--- config.mk ---
export PLATFORM = sky130hd
export DESIGN_NAME = truth_table_sweeper
export DESIGN_NICKNAME = d
export VERILOG_FILES = /design/src/rtl/truth_table_sweeper.sv
export SDC_FILE = /design/constraint.sdc
export NUM_CORES = 1
export LEC_CHECK = 0
export ABC_AREA = 1
export CELL_PAD_IN_SITES_DETAIL_PLACEMENT = 1
export CELL_PAD_IN_SITES_GLOBAL_PLACEMENT = 1
export CORE_ASPECT_RATIO = 1.75
export CORE_MARGIN = 8
export CORE_UTILIZATION = 39
export CTS_BUF_LIST = sky130_fd_sc_hd__clkbuf_8 sky130_fd_sc_hd__clkbuf_16
export DETAILED_ROUTE_END_ITERATION = 16
export GPL_TIMING_DRIVEN = 0
export PLACE_DENSITY = 0.9
export SYNTH_ARGS = -nofsm -noshare
export SYNTH_HDL_FRONTEND = slang
export SYNTH_SLANG_ARGS = --single-unit
--- constraint.sdc ---
create_clock -name clk -period 1.75 [get_ports clk]
set_clock_uncertainty 0.15 [all_clocks]
set_input_delay 0.35 -clock clk [delete_from_list [all_inputs] [get_ports clk]]
set_output_delay 0.35 -clock clk [all_outputs]
set_load 0.05 [all_outputs]
--- src/rtl/truth_table_sweeper.sv ---
// Truth-table sweeper: drives {a,b,c,d} through 0..15 and captures y_in.
// Optional golden-table compare when TT_COMPARE_EN is defined.
module truth_table_sweeper #(
  parameter int NUM_IN        = 4,
  parameter int TT_W          = 1 << NUM_IN,
  parameter int SETTLE_CYCLES = 2
) (
  input  logic            clk,
  input  logic            rst,
  input  logic            start,
  input  logic            y_in,
  output logic            a,
  output logic            b,
  output logic            c,
  output logic            d,
  output logic            busy,
  output logic            done,
  output logic [TT_W-1:0] table_out
`ifdef TT_COMPARE_EN
  ,
  input  logic [TT_W-1:0]   expected,
  output logic              match,
  output logic [NUM_IN-1:0] first_err
`endif
);

  localparam logic [7:0] SETTLE = 8'(SETTLE_CYCLES);
  localparam logic [NUM_IN-1:0] LAST = '1;

  typedef enum logic [1:0] {
    IDLE,
    SWEEP,
    DONE
  } state_t;

  state_t            state;
  logic [NUM_IN-1:0] idx;
  logic [NUM_IN-1:0] vec;
  logic [7:0]        cnt;

  logic sample;
  logic last;

  assign sample = (state == SWEEP) && (cnt == 8'd0);
  assign last   = sample && (idx == LAST);
  assign {a, b, c, d} = vec;

  // Sweep sequencer: hold each vector SETTLE+1 clocks, capture y_in on the last
  always_ff @(posedge clk) begin
    if (rst) begin
      state     <= IDLE;
      idx       <= '0;
      vec       <= '0;
      cnt       <= '0;
      busy      <= 1'b0;
      done      <= 1'b0;
      table_out <= '0;
    end else begin
      unique case (state)
        IDLE: begin
          done <= 1'b0;
          vec  <= '0;
          if (start) begin
            table_out <= '0;
            idx       <= '0;
            vec       <= '0;
            cnt       <= SETTLE;
            busy      <= 1'b1;
            state     <= SWEEP;
          end
        end
        SWEEP: begin
          if (cnt == 8'd0) begin
            table_out[idx] <= y_in;
            if (idx == LAST) begin
              state <= DONE;
              busy  <= 1'b0;
              done  <= 1'b1;
              vec   <= '0;
            end else begin
              idx <= idx + 1'b1;
              vec <= idx + 1'b1;
              cnt <= SETTLE;
            end
          end else begin
            cnt <= cnt - 8'd1;
          end
        end
        DONE: begin
          done  <= 1'b0;
          idx   <= '0;
          state <= IDLE;
        end
        default: state <= IDLE;
      endcase
    end
  end

`ifdef TT_COMPARE_EN
  logic [TT_W-1:0]   exp_q;
  logic [TT_W-1:0]   final_tt;
  logic [NUM_IN-1:0] err_idx;

  // Completed table including the bit captured this edge; lowest differing bit
  always_comb begin
    final_tt       = table_out;
    final_tt[LAST] = y_in;
    err_idx        = '0;
    for (int i = TT_W - 1; i >= 0; i--) begin
      if (final_tt[i] != exp_q[i]) err_idx = NUM_IN'(i);
    end
  end

  // Golden table latched on start; verdict registered alongside done
  always_ff @(posedge clk) begin
    if (rst) begin
      exp_q     <= '0;
      match     <= 1'b0;
      first_err <= '0;
    end else if (state == IDLE && start) begin
      exp_q     <= expected;
      match     <= 1'b0;
      first_err <= '0;
    end else if (last) begin
      match     <= (final_tt == exp_q);
      first_err <= (final_tt == exp_q) ? '0 : err_idx;
    end
  end
`endif

endmodule

==> results.ini <==
[timing]
min_period_over_period = 0.969
report.final.slew_viol_count = 0
setup_viol = 0
whs_ps = 309
fin_tns_setup_ps = 0
worst_pin_slew_ps = 497
max_freq_mhz = 589
hold_violations = 0
rsz0062_at_grt = true
slew_headroom = 0.670
finalWorstSetupSlack_ps = 53.6
finalCriticalPeriod_ps = 1700

[synth]
synth_warnings = 0
synth-seq-cells = 36
yosysSeqAreaShare = 0.363
syn-num-nets = 307
synth-simple-area-share = 0.371
synth_cell_type_count = 21
synth_top_family_by_area = simple AND/OR/NAND/NOR gates
synth_area_leaders = dfxtp_1 36%, nand2_1 12%, nor2_1 7.4%
synth_cells = 297
synthXorXnorAreaFrac = 0.00883
synth_top_area_share = 0.363
syn_area_per_cell_sq_um = 6.68
synth.area.mux_share = 0
yosys.area.top_type = dfxtp_1
synth.cell_area_sq_um = 1980
synth_compound_area_frac = 0.118
synthAdderAreaFrac = 0.0378

[clock_network]
numCtsBuffers = 5
numClockSinks = 36
htree_levels = 2
cts_max_path_buffers = 2
cts.clk_slew.worst_paths_ps = 80
hold_buffers = 0
cts-root-buf = clkbuf_8
cts_tree = built
clk_latency_ps = 310

[floorplanning]
ios = 26
row_count = 34
die_y_um = 110
dieArea_sq_um = 7720
initial_core_util = 0.402
die_x_um = 69.9
core_region_area_sq_um = 4930

[setup_path]
end_kind = register
endpoint = table_out[3]
timing.rr.end = table_out[3]
required_ps = 1830
critPathTopFamily = buffers and inverters
slowest_delay_ps = 380
worstPathMaxFanout = 7
critical_path_arrival_ps = 1780
cp-start-kind = register
r2r-start = state[0]
critPathBufInv = 4
cp_num_cells = 9
path_cells = inv_2 > nor2_4 > buf_4 > o21ai_2 > buf_6 > buf_4 > nand3_1 > nand2_1 > a21oi_1
crit_top_cell = buf_4
startpoint = state[0]
path_class = reg2reg
crit_slowest_cell = dfxtp_1
rr_worst_depth = 9
rrSetupSlack_ps = 50

[power_and_ir_drop]
pwr-share-seq = 0.297
p_sw_frac = 0.462
p_int_mw = 1.93
p_switching_mw = 1.65
combPwrFrac = 0.494
power_density_nw_per_um2 = 1450
p_leak_nw = 1.17
power.total_mw = 3.58
power_frac_clock = 0.210
ir_drop_uv = 970

[global_route]
grt_pass1_vias = 2228
antenna_found_initial = 0
grt-ovfl-total = 0
grt_usage = 0.160
grt_pass1_wl_mm = 10.1
grt_max_degree = 12

[placed_design]
dp_slack_ps = -427
placed_area_sq_um = 2300
place.gp.congestion = 0.831
dp_hpwl_mm = 4.52
io_buffer_count = 25
dp_cells = 376

[cells_and_area]
finalNetCount = 347
fillCellCount = 688
drive_gt1_frac = 0.148
fin_area_sq_um = 2470
syn2layout_area_growth_pct = 24.7
fin_util = 0.501
diodes = 0
fin_cells = 392

[flow_run]
drv_cap = 0

[min_path]
hold_class = reg2reg
min_delay_path_depth = 2
min_from = table_out[6]

[route]
drt-initial-drc-count = 84
viasPerCell = 5.42
drtPass1Iterations = 5
drc_errors = 0
wl_mm = 6.44
drtAntennaViolNets = 0
drt-wirelength-per-cell_um = 16.4
vias = 2124

[outcome]
status = finished clean

## layout make-up
cell class | count | area, sq um | area share
buffer | 13 | 91.3 | 0.0369
clock buffer | 5 | 68.8 | 0.0278
clock inverter | 3 | 38.8 | 0.0157
inverter | 32 | 123 | 0.0496
multi-input combinational | 216 | 1080 | 0.436
sequential | 36 | 724 | 0.293
tap | 54 | 67.6 | 0.0273
timing repair buffer | 33 | 283 | 0.114
## flip-flops by register name, summed over array words and instances, names as in the netlist
signal / flops
table_out: 16
cnt: 8
idx: 4
vec: 4
state: 2
busy: 1
done: 1
## cell families after synthesis
family                   after synthesis
adder cells (fa/ha/maj)                6
buffers and inverters                 45
flip-flops                            36
AND/OR/NAND/NOR                      162
XOR/XNOR                               2
AO/OA/AOI/OAI                         46
## per-layer routing
| metal | global-route usage | up-vias | routed length [um] |
|---|---|---|---|
| li1 | - | 1059 | - |
| met5 | 0 | - | 0 |
| met2 | 0.334 | 42 | 3660 |
| met3 | 0.0323 | 28 | 206 |
| met1 | 0.135 | 995 | 2280 |
| met4 | 0.0866 | 0 | 293 |
## worst reg2reg max path: stages, from the launching register on
cell,delay [ps]
dfxtp_1,380
inv_2,80
nor2_4,230
buf_4,160
o21ai_2,80
buf_6,150
buf_4,140
nand3_1,70
nand2_1,60
a21oi_1,140
## what timing repair did
item | CTS | global route
setup endpoints to repair | 50 | 33
buffers inserted | 0 | 8
pin swaps | 0 | 5
gates resized for setup | 26 | 18
gates cloned | 0 | 0
## worst min-delay path by stage
| stage | slack, ps | to |
|---|---|---|
| 2_1_floorplan | 300 | cnt[0] |
| 3_3_place_gp | 300 | table_out[8] |
| 3_5_place_dp | 300 | table_out[6] |
| 4_1_cts | 310 | table_out[6] |
| 5_1_grt | 330 | table_out[5] |
| 6_report | 310 | table_out[6] |
## placed cells by master (no fill, tap or decap), drive strengths merged
cell type | Yosys | routed
nand2 | 66 | 66
nor2 | 44 | 44
dfxtp | 36 | 36
inv | 32 | 33
nand3 | 30 | 30
a21oi | 26 | 26
nand4 | 22 | 22
dlygate4sd2 | 0 | 22
o21ai | 20 | 20
buf | 9 | 15
clkbuf | 4 | 11
ha | 6 | 6
clkdlybuf4s50 | 0 | 3
xor2 | 2 | 2
clkinv | 0 | 1
bufinv | 0 | 1
## power by group through the flow
| stage | combinational [mW] | sequential, mW | clock, mW |
|---|---|---|---|
| floorplan | 1.11 | 1.15 | 0 |
| global placement | 1.57 | 1.07 | 0 |
| detailed placement | 1.63 | 1.07 | 0 |
| CTS | 1.63 | 1.05 | 0.749 |
| global route | 1.97 | 1.08 | 0.774 |
| finish | 1.77 | 1.06 | 0.751 |
## cell usage after synthesis, drive strengths merged
cell type   n
nand2      66
o21ai      20
nand4      22
dfxtp      36
nor2       44
clkbuf      4
buf         9
xor2        2
nand3      30
a21oi      26
inv        32
ha          6
Note: power is estimated with default switching activity, not from simulation.
